===== src/rtl/seg7_reader_pkg.sv =====
// seg7_pkg: segment pattern constants, FSM states and decode result for seg7_reader.
// SEG7_READER_DP_EN adds the active-low decimal point as bit 7 of the sampled segment word.
package seg7_pkg;
    localparam logic [6:0] SEG_0     = 7'b1000000;
    localparam logic [6:0] SEG_1     = 7'b1111001;
    localparam logic [6:0] SEG_2     = 7'b0100100;
    localparam logic [6:0] SEG_3     = 7'b0110000;
    localparam logic [6:0] SEG_4     = 7'b0011001;
    localparam logic [6:0] SEG_5     = 7'b0010010;
    localparam logic [6:0] SEG_6     = 7'b0000011;
    localparam logic [6:0] SEG_6_ALT = 7'b0000010;
    localparam logic [6:0] SEG_7     = 7'b1111000;
    localparam logic [6:0] SEG_8     = 7'b0000000;
    localparam logic [6:0] SEG_9     = 7'b0011000;
    localparam logic [6:0] SEG_9_ALT = 7'b0010000;
    localparam logic [6:0] SEG_BLANK = 7'b1111111;
`ifdef SEG7_READER_DP_EN
    localparam int SEG_W = 8;
`else
    localparam int SEG_W = 7;
`endif
    typedef enum logic [1:0] {IDLE, TRACK, LOCKED} state_e;
    typedef struct packed {
        logic [3:0] bcd;
        logic       legal;
        logic       blank;
    } dec_t;
endpackage


===== src/rtl/seg7_reader_decode.sv =====
// seg7_pattern_decode: maps an active-low 7-segment pattern to its BCD value, legality and blank flag.
module seg7_pattern_decode
    import seg7_pkg::*;
(
    input  logic [6:0] seg_i,
    output dec_t       dec_o
);
    always_comb begin
        dec_o = '{bcd: 4'hF, legal: 1'b0, blank: 1'b0};
        case (seg_i)
            SEG_0:            dec_o = '{bcd: 4'd0, legal: 1'b1, blank: 1'b0};
            SEG_1:            dec_o = '{bcd: 4'd1, legal: 1'b1, blank: 1'b0};
            SEG_2:            dec_o = '{bcd: 4'd2, legal: 1'b1, blank: 1'b0};
            SEG_3:            dec_o = '{bcd: 4'd3, legal: 1'b1, blank: 1'b0};
            SEG_4:            dec_o = '{bcd: 4'd4, legal: 1'b1, blank: 1'b0};
            SEG_5:            dec_o = '{bcd: 4'd5, legal: 1'b1, blank: 1'b0};
            SEG_6, SEG_6_ALT: dec_o = '{bcd: 4'd6, legal: 1'b1, blank: 1'b0};
            SEG_7:            dec_o = '{bcd: 4'd7, legal: 1'b1, blank: 1'b0};
            SEG_8:            dec_o = '{bcd: 4'd8, legal: 1'b1, blank: 1'b0};
            SEG_9, SEG_9_ALT: dec_o = '{bcd: 4'd9, legal: 1'b1, blank: 1'b0};
            SEG_BLANK:        dec_o = '{bcd: 4'hF, legal: 1'b0, blank: 1'b1};
            default:          dec_o = '{bcd: 4'hF, legal: 1'b0, blank: 1'b0};
        endcase
    end
endmodule


===== src/rtl/seg7_reader.sv =====
// seg7_reader: recovers per-digit BCD values from a multiplexed 7-segment bus and reports changes as events.
// SEG7_READER_DP_EN adds the decimal point to the sample, the change detection and the DP_OUT port.
module seg7_reader
    import seg7_pkg::*;
#(
    parameter int NDIG   = 8,
    parameter int STABLE = 4
) (
    input  logic              CLOCK_50,
    input  logic              RESET,
    input  logic [NDIG-1:0]   DIG_SEL,
    input  logic [SEG_W-1:0]  SEG,
    output logic [4*NDIG-1:0] BCD_OUT,
    output logic [NDIG-1:0]   DIG_VALID,
    output logic [NDIG-1:0]   ERR,
    output logic              UPD_VALID,
    input  logic              UPD_READY,
    output logic [2:0]        UPD_IDX,
    output logic [3:0]        UPD_BCD,
    output logic              OVF
`ifdef SEG7_READER_DP_EN
   ,output logic [NDIG-1:0]   DP_OUT
`endif
);
    logic [NDIG-1:0]       sel_q;
    logic [SEG_W-1:0]      seg_q;
    logic [NDIG+SEG_W-1:0] prev_q;
    state_e                state_q, state_d;
    logic [3:0]            cnt_q, cnt_d;
    logic                  commit, same, changed;
    dec_t                  dec;
    logic [4*NDIG-1:0]     bcd_q, bcd_d;
    logic [NDIG-1:0]       val_q, val_d, err_q, err_d;
    logic                  upd_valid_q, upd_valid_d, ovf_q, ovf_d;
    logic [2:0]            upd_idx_q, upd_idx_d, idx;
    logic [3:0]            upd_bcd_q, upd_bcd_d, cur_bcd, new_bcd;
    logic                  cur_v, cur_e, new_e;
`ifdef SEG7_READER_DP_EN
    logic [NDIG-1:0]       dp_q, dp_d;
    logic                  cur_dp;
`endif

    seg7_pattern_decode u_dec (.seg_i(seg_q[6:0]), .dec_o(dec));

    assign same = ({sel_q, seg_q} == prev_q);

    always_comb begin
        state_d = state_q;
        cnt_d   = cnt_q;
        commit  = 1'b0;
        if (!$onehot(sel_q)) begin
            state_d = IDLE;
            cnt_d   = 4'd0;
        end else if (state_q == IDLE || !same) begin
            state_d = TRACK;
            cnt_d   = 4'd1;
        end else if (state_q == TRACK) begin
            cnt_d = cnt_q + 4'd1;
            if (cnt_d == 4'(STABLE)) begin
                state_d = LOCKED;
                commit  = 1'b1;
            end
        end
    end

    // Commit writes only the strobed digit; an event fires only when its stored view changes.
    always_comb begin
        idx     = 3'd0;
        cur_bcd = 4'hF;
        cur_v   = 1'b0;
        cur_e   = 1'b0;
        new_bcd = dec.legal ? dec.bcd : 4'hF;
        new_e   = !dec.legal && !dec.blank;
        bcd_d   = bcd_q;
        val_d   = val_q;
        err_d   = err_q;
`ifdef SEG7_READER_DP_EN
        cur_dp  = 1'b0;
        dp_d    = dp_q;
`endif
        for (int i = 0; i < NDIG; i++) begin
            if (sel_q[i]) begin
                idx     = 3'(i);
                cur_bcd = bcd_q[4*i +: 4];
                cur_v   = val_q[i];
                cur_e   = err_q[i];
`ifdef SEG7_READER_DP_EN
                cur_dp  = dp_q[i];
`endif
                if (commit) begin
                    bcd_d[4*i +: 4] = new_bcd;
                    val_d[i]        = dec.legal;
                    err_d[i]        = new_e;
`ifdef SEG7_READER_DP_EN
                    dp_d[i]         = ~seg_q[7];
`endif
                end
            end
        end
`ifdef SEG7_READER_DP_EN
        changed = commit && ({new_bcd, dec.legal, new_e, ~seg_q[7]} != {cur_bcd, cur_v, cur_e, cur_dp});
`else
        changed = commit && ({new_bcd, dec.legal, new_e} != {cur_bcd, cur_v, cur_e});
`endif
        upd_valid_d = changed || (upd_valid_q && !UPD_READY);
        upd_idx_d   = changed ? idx : upd_idx_q;
        upd_bcd_d   = changed ? new_bcd : upd_bcd_q;
        ovf_d       = ovf_q || (changed && upd_valid_q && !UPD_READY);
    end

    always_ff @(posedge CLOCK_50 or posedge RESET) begin
        if (RESET) begin
            sel_q       <= '0;
            seg_q       <= '1;
            prev_q      <= {{NDIG{1'b0}}, {SEG_W{1'b1}}};
            state_q     <= IDLE;
            cnt_q       <= 4'd0;
            bcd_q       <= '1;
            val_q       <= '0;
            err_q       <= '0;
            upd_valid_q <= 1'b0;
            upd_idx_q   <= 3'd0;
            upd_bcd_q   <= 4'd0;
            ovf_q       <= 1'b0;
`ifdef SEG7_READER_DP_EN
            dp_q        <= '0;
`endif
        end else begin
            sel_q       <= DIG_SEL;
            seg_q       <= SEG;
            prev_q      <= {sel_q, seg_q};
            state_q     <= state_d;
            cnt_q       <= cnt_d;
            bcd_q       <= bcd_d;
            val_q       <= val_d;
            err_q       <= err_d;
            upd_valid_q <= upd_valid_d;
            upd_idx_q   <= upd_idx_d;
            upd_bcd_q   <= upd_bcd_d;
            ovf_q       <= ovf_d;
`ifdef SEG7_READER_DP_EN
            dp_q        <= dp_d;
`endif
        end
    end

    assign BCD_OUT   = bcd_q;
    assign DIG_VALID = val_q;
    assign ERR       = err_q;
    assign UPD_VALID = upd_valid_q;
    assign UPD_IDX   = upd_idx_q;
    assign UPD_BCD   = upd_bcd_q;
    assign OVF       = ovf_q;
`ifdef SEG7_READER_DP_EN
    assign DP_OUT    = dp_q;
`endif
endmodule


===== config.mk =====
export PLATFORM = sky130hd
export DESIGN_NAME = seg7_reader
export DESIGN_NICKNAME = d
export VERILOG_FILES = /design/src/rtl/seg7_reader_pkg.sv /design/src/rtl/seg7_reader_decode.sv /design/src/rtl/seg7_reader.sv
export SDC_FILE = /design/constraint.sdc
export NUM_CORES = 1
export LEC_CHECK = 0
export ABC_AREA = 1
export CAP_MARGIN = 15
export CORE_AREA = 3 3 143 145
export CTS_CLUSTER_SIZE = 40
export DETAILED_ROUTE_END_ITERATION = 7
export DIE_AREA = 0 0 146 148
export SLEW_MARGIN = 10
export SYNTH_ARGS = -nofsm -noshare
export SYNTH_HDL_FRONTEND = slang
export SYNTH_SLANG_ARGS = --single-unit

===== constraint.sdc =====
create_clock -name CLOCK_50 -period 11.75 [get_ports CLOCK_50]
set_input_delay 2.9375 -clock CLOCK_50 [delete_from_list [all_inputs] [get_ports CLOCK_50]]
set_output_delay 2.9375 -clock CLOCK_50 [all_outputs]
set_load 0.05 [all_outputs]

==> results of run 1 <==
-- cell usage in the layout, fill, tap and decap left out, types with 8 or more instances in the layout --
| cell type | netlist | final |
|---|---|---|
| o21ai_1 | 14 | 14 |
| dfrtp_1 | 47 | 47 |
| inv_2 | 14 | 14 |
| o21ai_0 | 47 | 47 |
| clkbuf_16 | 0 | 9 |
| a21oi_1 | 10 | 10 |
| nor2_1 | 55 | 55 |
| dfstp_2 | 46 | 46 |
| clkdlybuf4s50_1 | 0 | 74 |
| nand2_1 | 199 | 199 |
| nand3_1 | 28 | 28 |
| inv_1 | 85 | 84 |
| nand2_2 | 11 | 11 |
| nand4_1 | 8 | 8 |
-- routing by layer --
metal / up-vias / global-route usage [%] / share of wire (%)
met2: 110 / 19.5 / 44
li1: 2130 / - / -
met5: - / 0 / 0
met4: 0 / 3.86 / 1.3
met3: 16 / 2.67 / 4.4
met1: 1992 / 18.7 / 50
-- metrics by stage --
stage	utilization [%]	instances	setup WS, ns
detailed placement	30.8	960	7.10
floorplan	-	637	6.47
finish	32.2	976	7.02
global placement	30.8	960	7.17
global route	32.2	976	6.66
CTS	32.2	976	7.04
-- where the power goes --
group,internal [mW],switching (mW),leakage (nW)
Combinational,0.0294,0.0563,1.74
Clock,0.144,0.129,0.130
Sequential,0.330,0.00973,1.09
Total,0.504,0.195,2.96
-- path summary, 6_finish.rpt --
| kind | slack, ns | end |
|---|---|---|
| max | 7.02 | BCD_OUT[14] |
| min | 0.41 | prev_q[4] |
| max reg2reg | 7.02 | BCD_OUT[14] |
| min reg2reg | 0.41 | prev_q[4] |
| max in group asynchronous | 7.63 | ERR[2] |
| min in group asynchronous | 2.92 | sel_q[7] |
-- kinds of logic (layout without fill, tap and decap cells) --
logic type                 Yosys count  after routing  synth area share (%)
AOI/OAI and AO/OA                   80             80                  8.58
buffers and inverters              116            190                  9.75
adders and majority gates            8              8                  2.61
and+or+nand+nor                    334            334                  30.2
xor gates and xnor gates             6              6                  1.05
DFF                                 93             93                  47.8
-- flip-flops by register name, summed over array words and instances, names as in the netlist --
| signal | count |
|---|---|
| DIG_VALID | 8 |
| BCD_OUT | 32 |
| UPD_IDX | 3 |
| UPD_VALID | 1 |
| cnt_q | 4 |
| seg_q | 7 |
| ERR | 8 |
| UPD_BCD | 4 |
| OVF | 1 |
| prev_q | 15 |
| sel_q | 8 |
| state_q | 2 |
-- layout make-up --
cell class,count,area (sq um)
Clock inverter,5,35.0
Multi-Input combinational cell,428,2120
Timing Repair Buffer,75,748
Sequential cell,93,2380
Clock buffer,11,233
Tap cell,265,332
Fill cell,2051,13100
Inverter,99,373
==> summary.md, run 1 <==
| Metric | Value |
|---|---|
| Status | finished clean |
| Root buf cell | clkbuf_16 |
| Hold Path Stages | 0 |
| Area share of the largest cell type after synthesis | 24.2% |
| Cell variety after synth | 38 |
| Routed WL per cell | 14.0 microns |
| Vias in the first global route | 4,134 |
| Share of cells above drive strength 1 | 15.5% |
| Initial core utilization | 25.8% |
| Worst-path clk slew | 0.07 ns |
| Fmax | 211 MHz |
| Power, Total | 0.700 mW |
| Worst path depth | 16 |
| Fraction of registers with async set or reset after synthesis | 100% |
| Reg2Reg Depth | 16 |
| Setup Skew | 0.0136 ns |
| Synth Net Count | 663 |
| Post-synth top flop | dfrtp_1 |
| Critical path arrival | 5.01 ns |
| ANT cells | 0 |
| Die area | 21,600 sq um |
| Mapped cell area | 4990 sq um |
| Placer Congestion | 0.859 |
| Worst slew pin tran | 0.827 ns |
| Largest stage delay, worst path | 0.51 ns |
| Pre-Repair DR Iteration Count | 5 |
| Grt ovf | 0 |
| First-iteration detailed-routing DRC count | 337 |
| Slew HR | 44.9% |
| Synth cell count leaders | 199 x nand2_1, 85 x inv_1, 55 x nor2_1 |
| Top cells by area, synth | dfstp_2 24%, dfrtp_1 24%, nand2_1 15% |
| Worst Hold Launch | seg_q[4] |
| Tcrit/Tclk final | 40.3% |
| Worst vdd ir | 0.0741 mV |
| Crit path max-delay cell type | fa_1 |
| Post-synth top area cell | dfstp_2 |
| Crit end category | flop |
| Min Tclk post-route | 4.73 ns |
| Num rows | 51 |
| Slew Limit Fails | 0 |
| Initial antenna violation count | 0 |
| Pwr/cell area | 112 nW/um^2 |
| Core area | 19,300 sq um |
| Final HPWL DP | 10,200 microns |
| Worst-Skew Late Latency | 0.36 ns |
| FF+latch count, synth | 93 |
| Leak Pwr | 2.96 nW |
| Synth warn | 0 |
| CTS Buffer Depth | 2 |
| CTS tree | done |
| WS Path Type | reg2reg |
| Vias per cell | 4.35 |
| RSZ-0062 raised after global routing | no |
| Nets | 732 |
| Hold slack | 0.405 ns |
| Port-buffer cells | 74 |
| Cell mode on critical path | inv_1 |
| Die width | 146 microns |
| Antenna-violating nets left | 0 |
| RR Startpoint | sel_q[3] |
| Setup crit start | sel_q[3] |
| Gr usage total | 12.9% |
| Critical Path RT | 12.03 ns |
| I/O pin count | 75 |
| H-tree levels | 3 |
| CTS Sinks | 93 |
| Dpl cell area | 5960 sq um |
| Hold Buf Count CTS | 0 |
| Number of flops mapped to enable cells by yosys | 0 |
| DRC | 0 |
| Largest net degree at the start of global routing | 66 |
| Cell family with the largest share of critical-path delay | adder cells |
| Critical path launch point type | flop |
| Gates resized, CTS repair | 0 |
| Vias | 4,248 |
| Post-Route WL | 13,600 microns |
| CP Cell Sequence | inv_1, fa_1, fa_1, fa_1, inv_1, ha_1, inv_1, fa_1, o31ai_1, o2111ai_1, inv_1, nand3_2, nor2_4, nand2_1, o21ai_0, inv_1 |
| Post-synthesis sequential area ratio | 47.8% |
| CTS Buf Count | 9 |
| Final total negative setup slack | 0 ns |
| Setup-failing EPs final | 0 |
| Most frequent cell after synthesis | nand2_1 |
| CP max FO | 16 |
| Design Area, Final | 6220 sq um |
| Die height | 148 microns |
| Avg Inst Size Synth | 7.83 sq um |
| Bufs and invs on worst path | 5 |
| Final Hold Viols | 0 |
| Max-Cap Viols | 0 |
| Post-CTS setup buffers | 0 |
| Hold/Removal Path Class | reg2reg |
| Area Growth Syn to Fin | 24.7% |
| First-pass GRT wire length | 22,100 microns |
| Syn Inst Count | 637 |
(Power assumes the default switching activity.)
==> run 2: changes to the inputs <==
Clock period 11.75 ns to 4 ns, I/O delays scaled along.
==> summary.md, run 2 (same netlist as run 1, synthesis figures left out) <==
| Metric | Value |
|---|---|
| Routed WL per cell | 14.6 microns (+4.3%) |
| CP max FO | 6 (-10) |
| DRC | 0 (unchanged) |
| Post-Route WL | 14,500 microns (+6.4%) |
| Critical Path RT | 4.23 ns (-7.80 ns) |
| Setup Skew | 0.0123 ns (-0.00137 ns) |
| Min Tclk post-route | 3.91 ns (-0.821 ns) |
| ANT cells | 0 (unchanged) |
| Share of cells above drive strength 1 | 23.3% (+7.8 points) |
| Worst vdd ir | 0.185 mV (+150%) |
| Vias | 4,388 (+3.3%) |
| Worst-Skew Late Latency | 0.36 ns (about the same) |
| Pre-Repair DR Iteration Count | 5 (unchanged) |
| Grt ovf | 0 (unchanged) |
| Crit end category | flop |
| Vias per cell | 4.41 (+1.2%) |
| Slew HR | 46.0% (+1.2 points) |
| I/O pin count | 75 (unchanged) |
| Max FFs per register | 32 (unchanged) |
| H-tree levels | 3 (unchanged) |
| RSZ-0062 raised after global routing | yes |
| Port-buffer cells | 74 (unchanged) |
| R2R setup slack | 0.09 ns (-6.93 ns) |
| CTS Buffer Depth | 2 (unchanged) |
| Pwr/cell area | 321 nW/um^2 (+190%) |
| Vias in the first global route | 4,352 (+5.3%) |
| Root buf cell | clkbuf_16 |
| Worst-path clk slew | 0.06 ns (about the same) |
| Hold slack | 0.406 ns (+0.000681 ns) |
| Worst slew pin tran | 0.810 ns (-0.0173 ns) |
| Dpl cell area | 6050 sq um (+1.6%) |
| Slew Limit Fails | 0 (unchanged) |
| CTS Sinks | 93 (unchanged) |
| Critical path arrival | 4.14 ns (-0.87 ns) |
| Commonest non-fill, non-tap cells in the layout | 176 x nand2_1, 82 x inv_1, 74 x clkdlybuf4s50_1 |
| First-iteration detailed-routing DRC count | 251 (-26%) |
| Power, Total | 2.13 mW (+210%) |
| Area Growth Syn to Fin | 33.1% |
| Seq. cell area | 2380 sq um (unchanged) |
| CTS tree | done |
| Setup-failing EPs final | 0 (unchanged) |
| Max-Cap Viols | 0 (unchanged) |
| Die width | 146 microns (unchanged) |
| WS Path Type | reg2reg |
| Initial antenna violation count | 0 (unchanged) |
| Critical path launch point type | flop |
| Final HPWL DP | 10,500 microns (+3.6%) |
| Area of the multi-input gates | 2330 sq um (+10%) |
| Nets | 752 (+2.7%) |
| Antenna-violating nets left | 0 (unchanged) |
| Status | finished clean |
| Num rows | 51 (unchanged) |
| Hold/Removal Path Class | reg2reg |
| Placer Congestion | 0.963 (+12%) |
| Largest net degree at the start of global routing | 44 (-33%) |
| CTS Buf Count | 9 (unchanged) |
| Core area | 19,300 sq um (unchanged) |
| Leak Pwr | 3.15 nW (+6.3%) |
| Initial core utilization | 25.8% (unchanged) |
| Fmax | 256 MHz (+21%) |
| Hold Buf Count CTS | 0 (unchanged) |
| First-pass GRT wire length | 23,200 microns (+5.1%) |
| Final Hold Viols | 0 (unchanged) |
| Filler cells | 1,999 (-2.5%) |
| Commonest non-fill, non-tap cell in the layout | nand2_1 |
| Die area | 21,600 sq um (unchanged) |
| Design Area, Final | 6640 sq um (+6.8%) |
| Gr usage total | 13.7% (+0.76 points) |
| Tcrit/Tclk final | 97.7% (+57 points) |
| Die height | 148 microns (unchanged) |
[run 2: cell types whose count changed in the layout (fill, tap and decap cells not counted), sizes merged]
cell / previous run / this run
buf: 1 / 19
clkinvlp: 1 / 0
clkinv: 3 / 4
clkbuf: 11 / 12
inv: 100 / 99
nand2: 211 / 213
[run 2: cell type report]
type / count / share of cell area (%)
clock buffer: 12 / 3.86
clock inverter: 4 / 0.471
inverter: 99 / 5.61
multi-input combinational: 430 / 35.1
sequential: 93 / 35.9
tap: 265 / 4.99
timing repair buffer: 93 / 14.0
[run 2: per-stage QoR]
stage	setup slack, ns	utilization, %	TNS (ns)	instances
floorplan	0.0111	-	0	637
detailed placement	-0.0825	31.3	-0.930	971
global placement	0.0636	31.3	0	971
global route	-0.136	34.4	-2.74	996
finish	0.0917	34.4	0	996
CTS	0.0316	32.9	0	989
[run 2: critical path, cell delays in order (launching register included)]
cell,delay [ns]
dfrtp_1,0.40
inv_2,0.09
fa_1,0.44
fa_1,0.53
fa_1,0.41
inv_1,0.08
ha_2,0.19
inv_2,0.05
fa_2,0.40
o31ai_2,0.19
o2111ai_1,0.13
inv_1,0.10
nand3_2,0.11
nor2_4,0.17
buf_12,0.15
buf_12,0.14
nand2_8,0.07
nand2_2,0.07
o21ai_0,0.07
[run 2: report_power, final]
| part | switching (mW) | leakage [nW] | internal [mW] |
|---|---|---|---|
| Combinational | 0.188 | 1.91 | 0.105 |
| Clock | 0.384 | 0.143 | 0.460 |
| Sequential | 0.0273 | 1.09 | 0.971 |
| Total | 0.599 | 3.15 | 1.54 |
[run 2: layer usage]
layer,vias to the layer above,track usage (%),part of all wire (%)
met4,0,5.17,2.1
li1,2171,-,-
met3,28,2.79,4.2
met5,-,0,0
met2,109,20.8,44
met1,2080,19.3,50
[run 2: final timing paths]
| path | depth (start not counted) | start | to |
|---|---|---|---|
| min in group asynchronous | 2 | RESET | sel_q[3] |
| worst max register to register | 18 | sel_q[0] | ERR[6] |
| worst min-delay path | 0 | seg_q[1] | prev_q[1] |
| worst min register to register | 0 | seg_q[1] | prev_q[1] |
| worst max-delay path | 18 | sel_q[0] | ERR[6] |
| max in group asynchronous | 3 | RESET | BCD_OUT[6] |
[run 2: what timing repair did]
item / CTS / global route
setup endpoints to repair: 36 / 56
cloned: 0 / 2
pin swaps: 1 / 6
buffers inserted: 2 / 5
resized for setup: 3 / 78
==> run 3: changes to the inputs <==
Settings changed: PLACE_DENSITY from default to 0.48.
==> summary.md, run 3 (same netlist as run 1, synthesis figures left out) <==
| Metric | Value |
|---|---|
| Hold/Removal Path Class | reg2reg |
| Worst slew pin tran | 0.559 ns (-0.250 ns) |
| CTS tree | done |
| Slew Limit Fails | 0 (unchanged) |
| Placer Congestion | 0.794 (-18%) |
| Status | finished clean |
| CP Cell Sequence | inv_1, fa_1, fa_1, fa_1, inv_1, ha_1, inv_1, fa_2, o31ai_2, o2111ai_1, inv_1, nand3_2, nor2_4, buf_12, nand2_1, buf_4, o21ai_0, inv_1 |
| Seq pwr share | 46.3% (-0.5 points) |
| Final cell count without fillers | 997 (+0.10%) |
| Fmax | 263 MHz (+2.7%) |
| I/O pin count | 75 (unchanged) |
| CTS Sinks | 93 (unchanged) |
| Clock power share | 40.4% (+0.9 points) |
| CTS Buffer Depth | 2 (unchanged) |
| Sw Ratio | 27.4% (-0.72 points) |
| Port-buffer cells | 74 (unchanged) |
| Fin util | 33.3% (-1.0 points) |
| Combinational group share of total power | 13.3% (-0.4 points) |
| Vias per cell | 4.23 (-3.9%) |
| Root buf cell | clkbuf_16 |
| Grt ovf | 0 (unchanged) |
| Die area | 21,600 sq um (unchanged) |
| Gates resized, CTS repair | 0 (-3) |
| ANT cells | 0 (unchanged) |
| Vias in the first global route | 4,269 (-1.9%) |
| Largest net degree at the start of global routing | 42 (-4.5%) |
| Core area | 19,300 sq um (unchanged) |
| Setup WS pre-CTS | 0.106 ns (+0.188 ns) |
| Vias | 4,220 (-3.8%) |
| Worst setup path end | BCD_OUT[13] |
| Area Growth Syn to Fin | 29.1% |
| Final total negative setup slack | 0 ns (unchanged) |
| Nets | 753 (+0.13%) |
| Antenna-violating nets left | 0 (unchanged) |
| Seq. cell area | 2380 sq um (unchanged) |
| Min Tclk post-route | 3.81 ns (-0.102 ns) |
| Worst Hold Launch | seg_q[1] |
| Power, Total | 2.15 mW (+0.58%) |
| Worst vdd ir | 0.214 mV (+15%) |
| Internal | 1.56 mW (+1.6%) |
| Post-CTS setup buffers | 0 (-2) |
| RR Startpoint | sel_q[0] |
| Worst Slack Setup Final | 0.194 ns (+0.102 ns) |
| Crit path max-delay cell type | fa_1 |
| Crit end category | flop |
| Share of cells above drive strength 1 | 18.3% (-4.9 points) |
| Die width | 146 microns (unchanged) |
| Gr usage total | 14.0% (+0.33 points) |
| Reg-to-Reg End | BCD_OUT[13] |
| R2R setup slack | 0.19 ns (+0.10 ns) |
| Commonest non-fill, non-tap cells in the layout | 198 x nand2_1, 84 x inv_1, 74 x clkdlybuf4s50_1 |
| Leak Pwr | 3.08 nW (-2.1%) |
| Pwr/cell area | 333 nW/um^2 (+3.7%) |
| Final Hold Viols | 0 (unchanged) |
| Post-Route WL | 14,800 microns (+1.6%) |
| CP max FO | 11 (+5) |
| Setup crit start | sel_q[0] |
| Commonest non-fill, non-tap cell in the layout | nand2_1 |
| Routed WL per cell | 14.8 microns (+1.5%) |
| Area of the multi-input gates | 2130 sq um (-8.8%) |
| Critical Path RT | 4.29 ns (+0.06 ns) |
| Tcrit/Tclk final | 95.1% (-2.6 points) |
| Placed cells | 981 (+1.0%) |
| Hold Buf Count CTS | 0 (unchanged) |
| Largest stage delay, worst path | 0.55 ns (+0.02 ns) |
| Pre-Repair DR Iteration Count | 4 (-1) |
| Critical path arrival | 4.09 ns (-0.05 ns) |
| Die height | 148 microns (unchanged) |
| Setup-failing EPs final | 0 (unchanged) |
| Critical path launch point type | flop |
| Worst-path clk slew | 0.07 ns (about the same) |
| Cell mode on critical path | inv_1 |
| Final HPWL DP | 11,000 microns (+4.3%) |
| Filler cells | 2,049 (+2.5%) |
| Net switching power | 0.587 mW (-2.0%) |
| H-tree levels | 3 (unchanged) |
| Initial core utilization | 25.8% (unchanged) |
| Reg2Reg Depth | 18 (unchanged) |
| Slew HR | 62.7% (+17 points) |
| DRC | 0 (unchanged) |
| First-pass GRT wire length | 23,600 microns (+1.5%) |
| Num rows | 51 (unchanged) |
| First-iteration detailed-routing DRC count | 244 (-2.8%) |
| Max-Cap Viols | 0 (unchanged) |
| WS Path Type | reg2reg |
| Worst-Skew Late Latency | 0.36 ns (about the same) |
| Max FFs per register | 32 (unchanged) |
| CTS Buf Count | 9 (unchanged) |
| Setup Skew | 0.0114 ns (-0.000906 ns) |
| Initial antenna violation count | 0 (unchanged) |
## run 3: changes by cell type in the layout (fill, tap and decap cells not counted), sizes merged
cell | previous run | this run
buf | 19 | 22
nand2 | 213 | 211
bufinv | 0 | 1
clkbuf | 12 | 11
## run 3: power by group through the flow
| stage | sequential (mW) | clock [mW] | combinational, mW |
|---|---|---|---|
| 2_1_floorplan | 1.00 | 0 | 0.187 |
| 3_3_place_gp | 1.01 | 0 | 0.284 |
| 3_5_place_dp | 1.01 | 0 | 0.284 |
| 4_1_cts | 0.993 | 0.896 | 0.286 |
| 5_1_grt | 0.996 | 0.932 | 0.327 |
| 6_report | 0.993 | 0.868 | 0.286 |
## run 3: area by class of cell
cell class	count	share of cell area, %
multi-input combinational	428	33.0
sequential	93	37.0
timing repair buffer	96	14.4
clock inverter	5	0.951
tap	265	5.15
inverter	99	5.81
clock buffer	11	3.61
## run 3: metal layers
layer	track usage, %	routed length (microns)
met5	0	0
met4	5.41	293
met3	2.05	519
met2	21.4	6500
met1	20.1	7440
## run 3: per-stage QoR
step / instance area [sq um] / hold WS [ns]
global route: 6440 / 0.411
detailed placement: 6140 / 0.396
floorplan: 4990 / 0.352
global placement: 6140 / 0.396
CTS: 6430 / 0.406
finish: 6440 / 0.403
## run 3: worst min path at each step
| stage | end | cells past startpoint |
|---|---|---|
| floorplan | prev_q[2] | 0 |
| detailed placement | prev_q[5] | 0 |
| global placement | prev_q[5] | 0 |
| global route | prev_q[1] | 0 |
| CTS | prev_q[5] | 0 |
| finish | prev_q[1] | 0 |
## run 3: critical path: cells and delay by family (launching register included)
kind,cells,cell delay (ns)
adders and majority gates,5,1.90
DFF,1,0.35
buffers and inverters,7,0.68
and+or+nand+nor,3,0.32
AOI/OAI and AO/OA,3,0.48
